<file path="config.mk">
export PLATFORM = sky130hd
export DESIGN_NAME = rv_iopmp_check_arbiter
export DESIGN_NICKNAME = d
export VERILOG_FILES = /design/src/rtl/rv_iopmp_check_arbiter.sv
export SDC_FILE = /design/constraint.sdc
export NUM_CORES = 1
export LEC_CHECK = 0
export ABC_AREA = 0
export CAP_MARGIN = 20
export CORE_AREA = 2 2 287 289
export DETAILED_ROUTE_END_ITERATION = 16
export DIE_AREA = 0 0 289 291
export PLACE_DENSITY = 0.33
export SLEW_MARGIN = 20
export SYNTH_ARGS = -nofsm -noshare
export SYNTH_HDL_FRONTEND = slang
export SYNTH_SLANG_ARGS = --single-unit
</file>
<file path="constraint.sdc">
create_clock -name clk_i -period 3.03 [get_ports clk_i]
set_input_delay 0.303 -clock clk_i [delete_from_list [all_inputs] [get_ports clk_i]]
set_output_delay 0.303 -clock clk_i [all_outputs]
set_load 0.005 [all_outputs]
</file>
<file path="src/rtl/rv_iopmp_check_arbiter.sv">
// Round-robin arbiter/sequencer sharing one IOPMP transaction-check engine among NUM_REQ requesters.
// Optional watchdog (TOUT state, timeout_o port) is enabled by defining RV_IOPMP_ARB_TIMEOUT_EN.
package rv_iopmp_pkg;
  typedef enum logic [1:0] {
    ACCESS_NONE  = 2'd0,
    ACCESS_READ  = 2'd1,
    ACCESS_WRITE = 2'd2,
    ACCESS_EXEC  = 2'd3
  } access_t;
endpackage

module rv_iopmp_check_arbiter
  import rv_iopmp_pkg::*;
#(
  parameter int NUM_REQ        = 4,
  parameter int ADDR_WIDTH     = 64,
  parameter int DATA_WIDTH     = 64,
  parameter int SID_WIDTH      = 8,
  parameter int TIMEOUT_CYCLES = 256
) (
  input  logic                                      clk_i,
  input  logic                                      rst_i,
  input  logic [NUM_REQ-1:0]                        req_valid_i,
  output logic [NUM_REQ-1:0]                        req_ready_o,
  input  logic [NUM_REQ-1:0][ADDR_WIDTH-1:0]        req_addr_i,
  input  logic [NUM_REQ-1:0][ADDR_WIDTH-1:0]        req_final_addr_i,
  input  logic [NUM_REQ-1:0][$clog2(DATA_WIDTH/8):0] req_num_bytes_i,
  input  logic [NUM_REQ-1:0][SID_WIDTH-1:0]         req_sid_i,
  input  access_t [NUM_REQ-1:0]                     req_access_i,
  output logic [NUM_REQ-1:0]                        rsp_valid_o,
  output logic                                      rsp_allow_o,
  input  logic [NUM_REQ-1:0]                        rsp_ready_i,
  output logic                                      chk_en_o,
  output logic [ADDR_WIDTH-1:0]                     chk_addr_o,
  output logic [ADDR_WIDTH-1:0]                     chk_final_addr_o,
  output logic [$clog2(DATA_WIDTH/8):0]             chk_num_bytes_o,
  output logic [SID_WIDTH-1:0]                      chk_sid_o,
  output access_t                                   chk_access_o,
  input  logic                                      chk_ready_i,
  input  logic                                      chk_valid_i,
  input  logic                                      chk_err_i,
  output logic                                      busy_o
`ifdef RV_IOPMP_ARB_TIMEOUT_EN
  ,
  output logic                                      timeout_o
`endif
);

  localparam int NB_W  = $clog2(DATA_WIDTH/8) + 1;
  localparam int IDX_W = (NUM_REQ > 1 && TIMEOUT_CYCLES > 0) ? $clog2(NUM_REQ) : 1;

`ifdef RV_IOPMP_ARB_TIMEOUT_EN
  localparam int CNT_W = $clog2(TIMEOUT_CYCLES) + 1;
  typedef enum logic [2:0] {
    S_IDLE = 3'd0, S_ISSUE = 3'd1, S_WAIT = 3'd2, S_RESP = 3'd3, S_TOUT = 3'd4
  } state_t;
  logic [CNT_W-1:0] cnt_q, cnt_d;
  logic             timeout_q, timeout_d;
`else
  typedef enum logic [1:0] {
    S_IDLE = 2'd0, S_ISSUE = 2'd1, S_WAIT = 2'd2, S_RESP = 2'd3
  } state_t;
`endif

  state_t                 state_q, state_d;
  logic [IDX_W-1:0]       ptr_q, ptr_d, grant_q, grant_d;
  logic                   allow_q, allow_d;
  logic [ADDR_WIDTH-1:0]  addr_q, addr_d, final_q, final_d;
  logic [NB_W-1:0]        nb_q, nb_d;
  logic [SID_WIDTH-1:0]   sid_q, sid_d;
  access_t                acc_q, acc_d;
  logic                   chk_en_q, chk_en_d;
  logic [NUM_REQ-1:0]     rsp_valid_q, rsp_valid_d;
  logic                   rsp_allow_q, rsp_allow_d;
  logic                   busy_q, busy_d;
  logic                   sel_found;
  logic [IDX_W-1:0]       sel_idx, cand;

  // First valid requester at or after the round-robin pointer, wrapping at NUM_REQ.
  always_comb begin
    sel_found = 1'b0;
    sel_idx   = '0;
    cand      = '0;
    for (int i = 0; i < NUM_REQ; i++) begin
      cand = IDX_W'((int'(ptr_q) + i) % NUM_REQ);
      if (!sel_found && req_valid_i[cand]) begin
        sel_found = 1'b1;
        sel_idx   = cand;
      end
    end
  end

  always_comb begin
    state_d     = state_q;
    ptr_d       = ptr_q;
    grant_d     = grant_q;
    allow_d     = allow_q;
    addr_d      = addr_q;
    final_d     = final_q;
    nb_d        = nb_q;
    sid_d       = sid_q;
    acc_d       = acc_q;
    req_ready_o = '0;
`ifdef RV_IOPMP_ARB_TIMEOUT_EN
    cnt_d       = cnt_q;
`endif
    case (state_q)
      S_IDLE: begin
        if (chk_ready_i && sel_found && !rst_i) begin
          req_ready_o[sel_idx] = 1'b1;
          grant_d = sel_idx;
          addr_d  = req_addr_i[sel_idx];
          final_d = req_final_addr_i[sel_idx];
          nb_d    = req_num_bytes_i[sel_idx];
          sid_d   = req_sid_i[sel_idx];
          acc_d   = req_access_i[sel_idx];
          state_d = S_ISSUE;
        end else begin
          state_d = S_IDLE;
        end
      end
      S_ISSUE: begin
`ifdef RV_IOPMP_ARB_TIMEOUT_EN
        cnt_d   = '0;
`endif
        state_d = S_WAIT;
      end
      S_WAIT: begin
`ifdef RV_IOPMP_ARB_TIMEOUT_EN
        cnt_d = cnt_q + CNT_W'(1);
`endif
        // Deny takes priority when the engine flags both at once.
        if (chk_err_i) begin
          allow_d = 1'b0;
          state_d = S_RESP;
        end else if (chk_valid_i) begin
          allow_d = 1'b1;
          state_d = S_RESP;
`ifdef RV_IOPMP_ARB_TIMEOUT_EN
        end else if (cnt_q + CNT_W'(1) == CNT_W'(TIMEOUT_CYCLES)) begin
          state_d = S_TOUT;
`endif
        end else begin
          state_d = S_WAIT;
        end
      end
`ifdef RV_IOPMP_ARB_TIMEOUT_EN
      S_TOUT: begin
        allow_d = 1'b0;
        state_d = S_RESP;
      end
`endif
      S_RESP: begin
        if (rsp_ready_i[grant_q]) begin
          ptr_d   = (grant_q == IDX_W'(NUM_REQ - 1)) ? '0 : grant_q + IDX_W'(1);
          state_d = S_IDLE;
        end else begin
          state_d = S_RESP;
        end
      end
      default: state_d = S_IDLE;
    endcase

    chk_en_d    = (state_d == S_ISSUE);
    busy_d      = (state_d != S_IDLE);
    rsp_allow_d = (state_d == S_RESP) && allow_d;
    rsp_valid_d = '0;
    if (state_d == S_RESP) begin
      rsp_valid_d[grant_d] = 1'b1;
    end
`ifdef RV_IOPMP_ARB_TIMEOUT_EN
    timeout_d = (state_d == S_TOUT);
`endif
  end

  always_ff @(posedge clk_i) begin
    if (rst_i) begin
      state_q     <= S_IDLE;
      ptr_q       <= '0;
      grant_q     <= '0;
      allow_q     <= 1'b0;
      addr_q      <= '0;
      final_q     <= '0;
      nb_q        <= '0;
      sid_q       <= '0;
      acc_q       <= ACCESS_NONE;
      chk_en_q    <= 1'b0;
      rsp_valid_q <= '0;
      rsp_allow_q <= 1'b0;
      busy_q      <= 1'b0;
`ifdef RV_IOPMP_ARB_TIMEOUT_EN
      cnt_q       <= '0;
      timeout_q   <= 1'b0;
`endif
    end else begin
      state_q     <= state_d;
      ptr_q       <= ptr_d;
      grant_q     <= grant_d;
      allow_q     <= allow_d;
      addr_q      <= addr_d;
      final_q     <= final_d;
      nb_q        <= nb_d;
      sid_q       <= sid_d;
      acc_q       <= acc_d;
      chk_en_q    <= chk_en_d;
      rsp_valid_q <= rsp_valid_d;
      rsp_allow_q <= rsp_allow_d;
      busy_q      <= busy_d;
`ifdef RV_IOPMP_ARB_TIMEOUT_EN
      cnt_q       <= cnt_d;
      timeout_q   <= timeout_d;
`endif
    end
  end

  assign rsp_valid_o      = rsp_valid_q;
  assign rsp_allow_o      = rsp_allow_q;
  assign chk_en_o         = chk_en_q;
  assign chk_addr_o       = addr_q;
  assign chk_final_addr_o = final_q;
  assign chk_num_bytes_o  = nb_q;
  assign chk_sid_o        = sid_q;
  assign chk_access_o     = acc_q;
  assign busy_o           = busy_q;
`ifdef RV_IOPMP_ARB_TIMEOUT_EN
  assign timeout_o        = timeout_q;
`endif

endmodule

</file>
### Word level (Yosys, flattened, before mapping)

Cells that the tools add are included.

* bits of input ports: 581
* word-level logic and storage cells: 95
* bits in registers: 156
* output and inout bits: 153

* equality and inequality tests: 6
* reductions and logical operators: 17
* order comparisons: 9
* bitwise operators: 1
* add/sub/neg operators: 4
* mux-type cells: 45

Operator list (number)
* 64-bit binary-select mux with 2-bit select: 2
* 64-bit 2-to-1 mux: 2
* 2-bit by 3-bit < comparator with 1-bit output, second input constant: 7
* 2-bit 2-to-1 mux: 9
* 1-bit 2-to-1 mux: 17
* 8-bit binary-select mux with 2-bit select: 1
* 4-bit 2-to-1 mux: 3
* 1-bit binary-select mux with 2-bit select: 5
* 4-bit binary-select mux with 2-bit select: 1
* 2-bit equality test, second input constant: 4
* 1-bit logical AND: 8
* 8-bit 2-to-1 mux: 1
* 2-bit one-hot mux with 4 select lines: 1
* 2-bit by 1-bit adder with 2-bit output, second input constant: 2
* 2-bit adder, second input constant: 2
* 2-bit binary-select mux with 2-bit select: 1
* 1-bit demux with 2-bit select: 2
* 2-bit by 1-bit equality test with 1-bit output, second input constant: 2
* 2-bit by 1-bit greater-or-equal comparator with 1-bit output, second input constant: 2
* 1-bit logical NOT: 4
* 2-bit AND reduction: 2
* 2-bit logical NOT: 1
* 2-bit nonzero test: 1
* 2-bit OR reduction: 1
* 1-bit inverter: 1

### Logic depth before layout (Yosys ltp)

* depth in word-level cells: 20
* gate-level depth with buffers: 9

### Worst setup path before layout

No wires, ideal clock.

* path type: input port to flip-flop
* start point: in req_valid_i[2]
* end point: reg final_q[41] (netlist: chk_final_addr_o[41])
* data arrival time: 2.084 ns
* cell stages on the path: 7
* setup time: 0.122 ns
* slack: 0.824 ns
* required time: 2.908 ns
* cell sequence: nor2b_1 -> or4b_1 -> buf_4 -> nand2_4 -> buf_2 -> mux2_2 -> a221o_1

* longest elaborated chain between the ends: 15

RTL lines
* start, declared: RTL line 23 `input logic [NUM_REQ-1:0] req_valid_i,`
* branches (longest 15 deep; another with 1-bit binary-select mux with 2-bit select)
* end signal, assigned: RTL line 201 `final_q <= final_d;`
* end, declared: RTL line 68 `logic [ADDR_WIDTH-1:0] addr_q, addr_d, final_q, final_d;`

Several ways; the timed one is not identified. The select of a mux whose other input is x is not followed.
A chain may end at the register's enable or synchronous reset.

### Final worst setup path

* start point: in req_valid_i[1]
* end point: reg final_q[14] (netlist: chk_final_addr_o[14])

The elaborated chain is that of the path after synthesis.

==> flow_summary.json <==
{
  "setup_viol": 0,
  "path_delay_family": "buffers and inverters",
  "cp.buffers_inverters": 4,
  "crit_path_start": "req_valid_i[1]",
  "holdBufCountCts": 0,
  "hold_path_startpoint": "chk_err_i",
  "cp-end-kind": "flop",
  "worstHoldPathType": "input port to flop",
  "most_common_library_cell_in_the_layout_ignoring_fill_and_taps": "sky130_fd_sc_hd__clkdlybuf4s50_1",
  "dieWidth_microns": 289,
  "reg2reg_launch_point": "ptr_q[0]",
  "max-slew-margin-rel": 0.433,
  "dp.cells": 2854,
  "route.detailed.wl_per_inst_microns": 24.4,
  "period_needed_ps": 2790,
  "postSynth.asyncResetShare": 0,
  "period_share": 0.921,
  "synthesis.yosys.warnings": 0,
  "p_leak_nw": 6.80,
  "required_ps": 3470,
  "cts_buffer_depth": 2,
  "arrival_ps": 3230,
  "layout.cells.non_filler": 2892,
  "yosysUniqueCellTypes": 42,
  "detailedRoute.firstIterationViolations": 533,
  "tritoncts.num_buffers": 17,
  "grt_pass1_wl_microns": 98000,
  "grt_setup_unrepaired": "no",
  "grt_antenna_before_repair": 11,
  "synth-seq-cells": 156,
  "grt_overflow": 0,
  "clock-skew-final_ps": 11.6,
  "p_per_area_nw_per_um2": 385,
  "first_global_vias": 12669,
  "clock_tree_from_tritoncts": "built",
  "synthesis.area_per_instance_sq_um": 8.41,
  "ir_drop_mv": 0.411,
  "place_hpwl_microns": 53700,
  "worst_hold_slack_ps": 438,
  "critical_path.cell_chain": "clkdlybuf4s50_1 -> nor2b_1 -> buf_4 -> nor4_2 -> buf_4 -> buf_12 -> o21ai_0 -> a21oi_1 -> a221o_1",
  "floorplan.initialDensity": 0.116,
  "filler_cell_count": 8902,
  "timing_max_transition_violations_final": 0,
  "clock_latency_late_sink_ps": 500,
  "floorplan.die_area_sq_um": 84100,
  "grt_start_max_net_pins": 139,
  "max_freq_mhz": 358,
  "drt-pass1-iter-count": 5,
  "chipHeight_microns": 291,
  "yosys-top-cells-area": "sky130_fd_sc_hd__dfxtp_1, sky130_fd_sc_hd__mux2_2, sky130_fd_sc_hd__a211oi_1",
  "tritoncts_num_sinks": 156,
  "clock_tree.htree_level_count": 4,
  "max-cap-violations": 0,
  "post-cts-setup-buffer-count": 0,
  "yosys.area.top_type": "sky130_fd_sc_hd__dfxtp_1",
  "routed_wl_microns": 70500,
  "finalHoldViolCount": 0,
  "post_synth_inst_count": 1124,
  "flow.area_growth_from_synthesis_pct": 100,
  "final-seq-area_sq_um": 3120,
  "multi_input_area_sq_um": 5780,
  "vias": 12108,
  "synthDominantCellAreaShare": 0.330,
  "viasPerCell": 4.19,
  "cts_resized": 0,
  "number_of_flops_mapped_to_enable_cells_by_yosys": 0,
  "pre_cts_ws_ps": -432,
  "drc": 0,
  "critical-path-slowest-cell": "sky130_fd_sc_hd__clkdlybuf4s50_1",
  "cts.root.buffer_cell": "sky130_fd_sc_hd__clkbuf_16",
  "groute.usage.overall": 0.163,
  "synth.cell_area_sq_um": 9450,
  "status": "finished clean",
  "crit_path_kind": "input port to flop",
  "place_congestion": 0.872,
  "cp_slowest_stage_delay_ps": 610,
  "drive_above_1_share": 0.109,
  "buffer_ports.inserted": 733,
  "synth.yosys.seq_area_share": 0.330,
  "path_max_fanout": 37,
  "route.antenna.remaining_nets": 0,
  "mostFrequentLayoutCells": "sky130_fd_sc_hd__clkdlybuf4s50_1, sky130_fd_sc_hd__dfxtp_1, sky130_fd_sc_hd__and3_1, sky130_fd_sc_hd__a211oi_1, sky130_fd_sc_hd__a21oi_1",
  "final_critical_path_setup_slack_ps": 239,
  "worstMarginPinSlew_ps": 850,
  "final_nets": 2385,
  "clkTransAtPathRegs_ps": 80,
  "crit_path_frequent_cell": "sky130_fd_sc_hd__buf_4",
  "setup.worst_path.start_class": "input port",
  "placeableCoreArea_sq_um": 81200,
  "synth_top_flop_cell": "sky130_fd_sc_hd__dfxtp_1",
  "post_syn_nets": 1706,
  "rows": 105,
  "io_pins": 734
}
sequential cells by signal (all words and copies together), names as in the netlist:
| signal | cells |
|---|---|
| chk_num_bytes_o | 4 |
| allow_q | 1 |
| chk_sid_o | 8 |
| chk_access_o | 2 |
| chk_final_addr_o | 64 |
| chk_addr_o | 64 |
| ptr_q | 2 |
| rsp_valid_o | 4 |
| rsp_allow_o | 1 |
| grant_q | 2 |
| chk_en_o | 1 |
| busy_o | 1 |
| state_q | 2 |
where the power goes:
part	internal, W	switching, W	total [W]
clock network	0.00118	0.00122	0.00241
logic	0.00150	0.000965	0.00247
registers	0.00227	0.000136	0.00241
path summary, 6_finish.rpt:
kind	slack [ps]	end	cells past startpoint
max	240	chk_final_addr_o[14]	9
min	440	allow_q	2
max reg2reg	280	chk_final_addr_o[14]	8
min reg2reg	450	chk_addr_o[7]	2
layout make-up:
cell class / instances / area share
clock buffer: 17 / 0.0225
sequential: 156 / 0.165
multi-input combinational: 831 / 0.305
antenna: 6 / 0.000793
inverter: 1 / 0.000198
timing repair buffer: 796 / 0.426
clock inverter: 15 / 0.00925
tap: 1070 / 0.0707
cell usage after synthesis, types with 2 or more instances:
cell / n
sky130_fd_sc_hd__a221o_1: 85
sky130_fd_sc_hd__mux2_2: 85
sky130_fd_sc_hd__o21ai_0: 86
sky130_fd_sc_hd__o31ai_1: 57
sky130_fd_sc_hd__clkbuf_1: 80
sky130_fd_sc_hd__nand2_1: 66
sky130_fd_sc_hd__nor2_1: 11
sky130_fd_sc_hd__buf_4: 6
sky130_fd_sc_hd__buf_1: 11
sky130_fd_sc_hd__buf_2: 36
sky130_fd_sc_hd__nor2b_1: 6
sky130_fd_sc_hd__dfxtp_1: 156
sky130_fd_sc_hd__or3_1: 2
sky130_fd_sc_hd__nor3_1: 2
sky130_fd_sc_hd__and3_1: 115
sky130_fd_sc_hd__buf_6: 3
sky130_fd_sc_hd__a21oi_1: 91
sky130_fd_sc_hd__a211oi_1: 115
sky130_fd_sc_hd__or2_2: 2
sky130_fd_sc_hd__nand3_1: 87
metrics by stage:
step	util	area, sq um	setup TNS (ps)	total power [W]
final	0.233	18900	0	0.00729
after global routing	0.233	18900	0	0.00768
after CTS	0.233	18900	0	0.00747
after detailed placement	0.226	18300	-2450	0.00496
after global placement	0.226	18300	-2320	0.00497
after floorplan	-	9450	0	0.00326
kinds of logic (layout without fill, tap and decap cells):
logic type	count (synthesis)	count (layout)	share of synthesized area
DFF	156	156	0.330
AOI/OAI and AO/OA	442	442	0.330
adders and majority gates	1	1	0.00132
other	0	6	0
muxes	87	87	0.105
buffers and inverters	137	829	0.0639
and+or+nand+nor	301	301	0.170
per-layer routing:
layer  vias up  wire length [microns]  track usage
met2       400                  36300        0.289
met5         -                     87            0
met3        53                   4800       0.0460
li1       5741                      -            -
met1      5900                  28300        0.190
met4        14                   1030       0.0412
(Power assumes the default switching activity.)
==> RTL edit 1: new RTL, same flow settings <==
Set the parameter `ADDR_WIDTH` to 32 (it was 64).
--- a/src/rtl/rv_iopmp_check_arbiter.sv
+++ b/src/rtl/rv_iopmp_check_arbiter.sv
@@ -15,3 +15,3 @@
   parameter int NUM_REQ        = 4,
-  parameter int ADDR_WIDTH     = 64,
+  parameter int ADDR_WIDTH     = 32,
   parameter int DATA_WIDTH     = 64,
Ports: changed (resized chk_addr_o, chk_final_addr_o, req_addr_i and req_final_addr_i); port bits go from 734 to 414. No check against the original RTL was run, so the function may have changed too.
==> RTL edit 1 against the original RTL <==
Sequential cell count fell by 64; critical endpoint is now req_ready_o[2]; total power fell by 42%; register-to-register slack improved by 530 ps; wire length fell by 51%; worst setup slack improved by 55 ps; largest cell class unchanged; cell area fell by 41%; via count fell by 42%; hold slack got worse by 44 ps; area after synthesis fell by 43%.
==> RTL edit 1: results (changes against the original RTL) <==
----------------------------------------------------
[Outcome]
  Result of the run ... complete, no violations (unchanged)

[Placed design]
  Number of buffer cells added on primary ports ... 413 (was 733)
  Worst slack after detailed placement ... 172.0 ps (was -431.9 ps)
  Weighted congestion reported at the end of routability-driven placement ... 0.7500 (was 0.8716)
  Detailed-placement wirelength estimate ... 26.06 mm (was 53.67 mm)
  Placed cell areas ... 0.01089 mm^2 (was 0.01832 mm^2)

[Layout]
  Number of nets in the final layout ... 1471 (was 2385)
  Layout cell share with drive strength beyond 1 ... 0.04609 (was 0.1090)
  Number of standard cells in the final layout excluding fillers ... 2224 (was 2892)
  Filler cells ... 9386 (was 8902)

[CTS]
  Number of CTS-inserted buffers ... 9 (was 17)
  Insertion delay of the later-clocked pin in the worst-skew pair ... 380 ps (was 500 ps)
  H-tree level count ... 3 (was 4)

[Yosys]
  Commonest cells in the synthesized netlist ... sky130_fd_sc_hd__nand2_1 (315), sky130_fd_sc_hd__dfxtp_1 (92), sky130_fd_sc_hd__a21oi_1 (74) (was sky130_fd_sc_hd__dfxtp_1 (156), sky130_fd_sc_hd__a211oi_1 (115), sky130_fd_sc_hd__and3_1 (115))
  Synth unique cells ... 44 (was 42)
  Seq/Total Area, Yosys ... 0.3438 (was 0.3304)
  Syn nets ... 1084 (was 1706)
  Area contributors post-synth ... sky130_fd_sc_hd__dfxtp_1 (34%), sky130_fd_sc_hd__nand2_1 (22%), sky130_fd_sc_hd__a32o_1 (8.2%), sky130_fd_sc_hd__a21oi_1 (6.9%), sky130_fd_sc_hd__a211o_1 (5.6%) (was sky130_fd_sc_hd__dfxtp_1 (33%), sky130_fd_sc_hd__mux2_2 (10%), sky130_fd_sc_hd__a211oi_1 (9.1%), sky130_fd_sc_hd__a221o_1 (9.0%), sky130_fd_sc_hd__and3_1 (7.6%))
  Synthesized area divided by synthesized cell count ... 7.068 um^2 (was 8.409 um^2)

[Route]
  Average routed wire per standard cell ... 15.67 um (was 24.36 um)
  Post-detailed-route via-to-cell ratio ... 3.163 (was 4.187)
  Number of DRC violations after detailed-routing iteration 0 ... 226 (was 533)
  Total iterations of the first detailed-routing run ... 4 (was 5)

[Power and ir drop]
  Static Leakage ... 4.187 nW (was 6.799 nW)
  VDD IR-drop max ... 0.0002141 V (was 0.0004109 V)
  Power dissipated by switching net loads ... 1.296 mW (was 2.325 mW)

[Global routing]
  Number of global-route vias before repair ... 7363 (was 12670)
  Global-route usage over all layers ... 0.08081 (was 0.1630)
  Maximum number of pins on one net before global-route repair ... 61 (was 139)
  First-pass GRT wire length ... 49.60 mm (was 98.01 mm)

[STA]
  Worst clock skew ... 9.948 ps (was 11.61 ps)
  Worst Tran Pin Value ... 842.8 ps (was 850.5 ps)

[Critical path]
  Critical path data arrival time ... 2430 ps (was 3230 ps)
  Maximum fanout count along the critical path ... 6 (was 37)

----------------------------------------------------
## RTL edit 1: kinds of logic after synthesis
group,after synthesis,share of synthesized area
buf+inv,65,0.05721
flops,92,0.3438
compound gates,211,0.2870
simple gates,386,0.3017
mux,3,0.007940
fa+ha+maj,1,0.002335
## RTL edit 1: worst paths after layout
check	from	cells after the start	slack, ps	endpoint
worst min register to register	chk_addr_o[13]	1	460	chk_addr_o[13]
worst max-delay path	state_q[0]	7	290	req_ready_o[2]
worst max register to register	state_q[0]	7	810	rsp_valid_o[1]
worst min-delay path	rst_i	5	390	chk_en_o
## RTL edit 1: final cells by class
class	instances	area [um^2]	area share
Clock inverter	7	105.1	0.009362
Inverter	3	11.26	0.001003
Sequential cell	92	1842	0.1641
Antenna cell	4	10.01	0.0008917
Timing Repair Buffer	438	4429	0.3946
Clock buffer	9	225.2	0.02006
Tap cell	1070	1339	0.1193
Multi-Input combinational cell	601	3264	0.2908
## RTL edit 1: critical path: stages (launching register included)
cell,delay [ps]
sky130_fd_sc_hd__dfxtp_1,380
sky130_fd_sc_hd__nor4b_2,260
sky130_fd_sc_hd__buf_4,170
sky130_fd_sc_hd__o41ai_4,80
sky130_fd_sc_hd__inv_2,170
sky130_fd_sc_hd__nand3_2,210
sky130_fd_sc_hd__nor2_1,230
sky130_fd_sc_hd__clkdlybuf4s50_1,540
## RTL edit 1: power groups by stage
stage,clock network [mW],logic [mW],registers [mW]
after floorplan,0,0.456,1.46
after global placement,0,1.41,1.46
after detailed placement,0,1.40,1.46
after CTS,1.53,1.41,1.44
after global routing,1.55,1.51,1.45
final,1.41,1.38,1.43
## RTL edit 1: per-layer routing
layer	wire length, um	global-route usage	vias to the layer above
li1	-	-	3420
met1	13870	0.08971	3235
met2	16270	0.1352	329
met3	4014	0.03950	38
met4	636	0.02389	12
met5	69	0	-
==> RTL edit 2: new RTL, same settings <==
Without the edit above. The 4 states of `state_t` get a one-hot encoding in 4 bits.
--- a/src/rtl/rv_iopmp_check_arbiter.sv
+++ b/src/rtl/rv_iopmp_check_arbiter.sv
@@ -59,4 +59,4 @@
 `else
-  typedef enum logic [1:0] {
-    S_IDLE = 2'd0, S_ISSUE = 2'd1, S_WAIT = 2'd2, S_RESP = 2'd3
+  typedef enum logic [3:0] {
+    S_IDLE = 4'b0001, S_ISSUE = 4'b0010, S_WAIT = 4'b0100, S_RESP = 4'b1000
   } state_t;
Behaviour: same outputs for any inputs over 4 cycles, from zero or initial values and one cycle with rst_i high; so few cycles prove little.
==> RTL edit 2 against the original RTL <==
Global-route usage down 3.7 points; non-clock buffer count fell by 11; cell area fell by 1.2%; sequential cell count increased by 2; area after synthesis decreased by 2.0%; worst setup slack better by 4.4 ps; total power down 3.3%; wire length shrank 22%; final cell count decreased by 7.0%; critical path type is now reg2out; highest routed layer unchanged.
==> RTL edit 2: results (changes against the original RTL) <==
----------------------------------------------------
[Yosys]
  Area contributors post-synth ... sky130_fd_sc_hd__dfxtp_1 (34%), sky130_fd_sc_hd__mux2i_1 (31%), sky130_fd_sc_hd__o221ai_2 (13%), sky130_fd_sc_hd__o221ai_1 (6.0%), sky130_fd_sc_hd__nand2_1 (5.9%) (was sky130_fd_sc_hd__dfxtp_1 (33%), sky130_fd_sc_hd__mux2_2 (10%), sky130_fd_sc_hd__a211oi_1 (9.1%), sky130_fd_sc_hd__a221o_1 (9.0%), sky130_fd_sc_hd__and3_1 (7.6%))
  Synth async-reset ratio ... 0 (unchanged)
  Commonest cells in the synthesized netlist ... sky130_fd_sc_hd__mux2i_1 (286), sky130_fd_sc_hd__dfxtp_1 (158), sky130_fd_sc_hd__nand2_1 (146) (was sky130_fd_sc_hd__dfxtp_1 (156), sky130_fd_sc_hd__a211oi_1 (115), sky130_fd_sc_hd__and3_1 (115))
  Synth unique cells ... 43 (was 42)

[Placed design]
  Weighted congestion reported at the end of routability-driven placement ... 0.7564 (was 0.8716)
  Worst slack after detailed placement ... 277.5 ps (was -431.9 ps)
  Detailed-placement wirelength estimate ... 45.03 mm (was 53.67 mm)
  Placed cell areas ... 0.01815 mm^2 (was 0.01832 mm^2)

[Layout]
  Number of nets in the final layout ... 2187 (was 2385)
  Filler cells ... 8770 (was 8902)
  Layout cell share with drive strength beyond 1 ... 0.1106 (was 0.1090)

[Power and ir drop]
  VDD IR-drop max ... 0.0003855 V (was 0.0004109 V)
  Static Leakage ... 7.647 nW (was 6.799 nW)

[Global routing]
  Antenna violations before repair ... 5 (was 11)
  First-pass GRT wire length ... 77.01 mm (was 98.01 mm)
  Maximum number of pins on one net before global-route repair ... 53 (was 139)
  Global-route usage over all layers ... 0.1263 (was 0.1630)
  Number of global-route vias before repair ... 10870 (was 12670)

[Critical path]
  Delay contributed by the slowest stage of the critical path ... 510 ps (was 610 ps)
  Maximum fanout count along the critical path ... 7 (was 37)

[STA]
  Worst clock skew ... 19.53 ps (was 11.61 ps)
  Relative slew margins ... 0.7300 (was 0.4330)

[Route]
  Total iterations of the first detailed-routing run ... 4 (was 5)
  Wire length after detailed routing ... 54.75 mm (was 70.46 mm)

[Hold path]
  Worst hold path class ... reg2reg (was in2reg)

[Outcome]
  Result of the run ... complete, no violations (unchanged)

----------------------------------------------------
RTL edit 2: cell count changes after synthesis, moves of 57 or more:
cell	delta
sky130_fd_sc_hd__nand3_1	-86
sky130_fd_sc_hd__o221ai_2	+80
sky130_fd_sc_hd__and3_1	-114
sky130_fd_sc_hd__a221o_1	-85
sky130_fd_sc_hd__a21oi_1	-88
sky130_fd_sc_hd__o221ai_1	+63
sky130_fd_sc_hd__o21ai_0	-79
sky130_fd_sc_hd__a211oi_1	-113
sky130_fd_sc_hd__mux2_2	-84
sky130_fd_sc_hd__clkbuf_1	-74
sky130_fd_sc_hd__nand2_1	+80
sky130_fd_sc_hd__o31ai_1	-57
sky130_fd_sc_hd__mux2i_1	+285
RTL edit 2: path summary, 6_finish.rpt:
path	slack, ps	to	cells past startpoint	startpoint
min	460	chk_final_addr_o[43]	2	chk_final_addr_o[43]
max reg2reg	870	chk_addr_o[54]	7	ptr_q[0]
min reg2reg	460	chk_final_addr_o[43]	2	chk_final_addr_o[43]
max	240	req_ready_o[2]	6	state_q[2]
RTL edit 2: power by group:
| part | total, mW | internal (mW) | switching, mW |
|---|---|---|---|
| Combinational | 2.38 | 1.50 | 0.882 |
| Clock | 2.24 | 1.11 | 1.12 |
| Sequential | 2.43 | 2.30 | 0.128 |
RTL edit 2: stage by stage:
step,total power [mW],util,std cells
floorplan,3.301,-,880
global placement,4.913,0.2235,2656
detailed placement,4.914,0.2235,2656
CTS,7.262,0.2304,2688
global route,7.457,0.2305,2689
finish,7.047,0.2305,2691
RTL edit 2: tightest hold or removal path: stages (launching register included):
cell	delay (ps)
sky130_fd_sc_hd__dfxtp_1	330
sky130_fd_sc_hd__nand2_1	50
sky130_fd_sc_hd__o221ai_1	50
RTL edit 2: cells by family after synthesis:
group           Yosys count  synth area share
mux                     288            0.3128
simple gates            183           0.08649
compound gates          161            0.2035
flops                   158            0.3416
buf+inv                  88           0.05324
xor+xnor                  1         0.0009461
fa+ha+maj                 1          0.001351
RTL edit 2: cell type report:
cell class                      instances  area (um^2)  area share
Antenna cell                            3        7.507   0.0004011
Clock buffer                           20        456.7     0.02440
Clock inverter                         12        101.3    0.005415
Inverter                                9        33.78    0.001805
Multi-Input combinational cell        634         5637      0.3012
Sequential cell                       158         3163      0.1690
Tap cell                             1070         1339     0.07153
Timing Repair Buffer                  785         7978      0.4263
RTL edit 2: routing by layer:
layer | up-vias | share of wire | track usage
li1 | 4819 | - | -
met1 | 4684 | 0.36 | 0.1286
met2 | 413 | 0.54 | 0.2426
met3 | 30 | 0.085 | 0.04483
met4 | 2 | 0.0093 | 0.02728
met5 | - | 0.00024 | 0
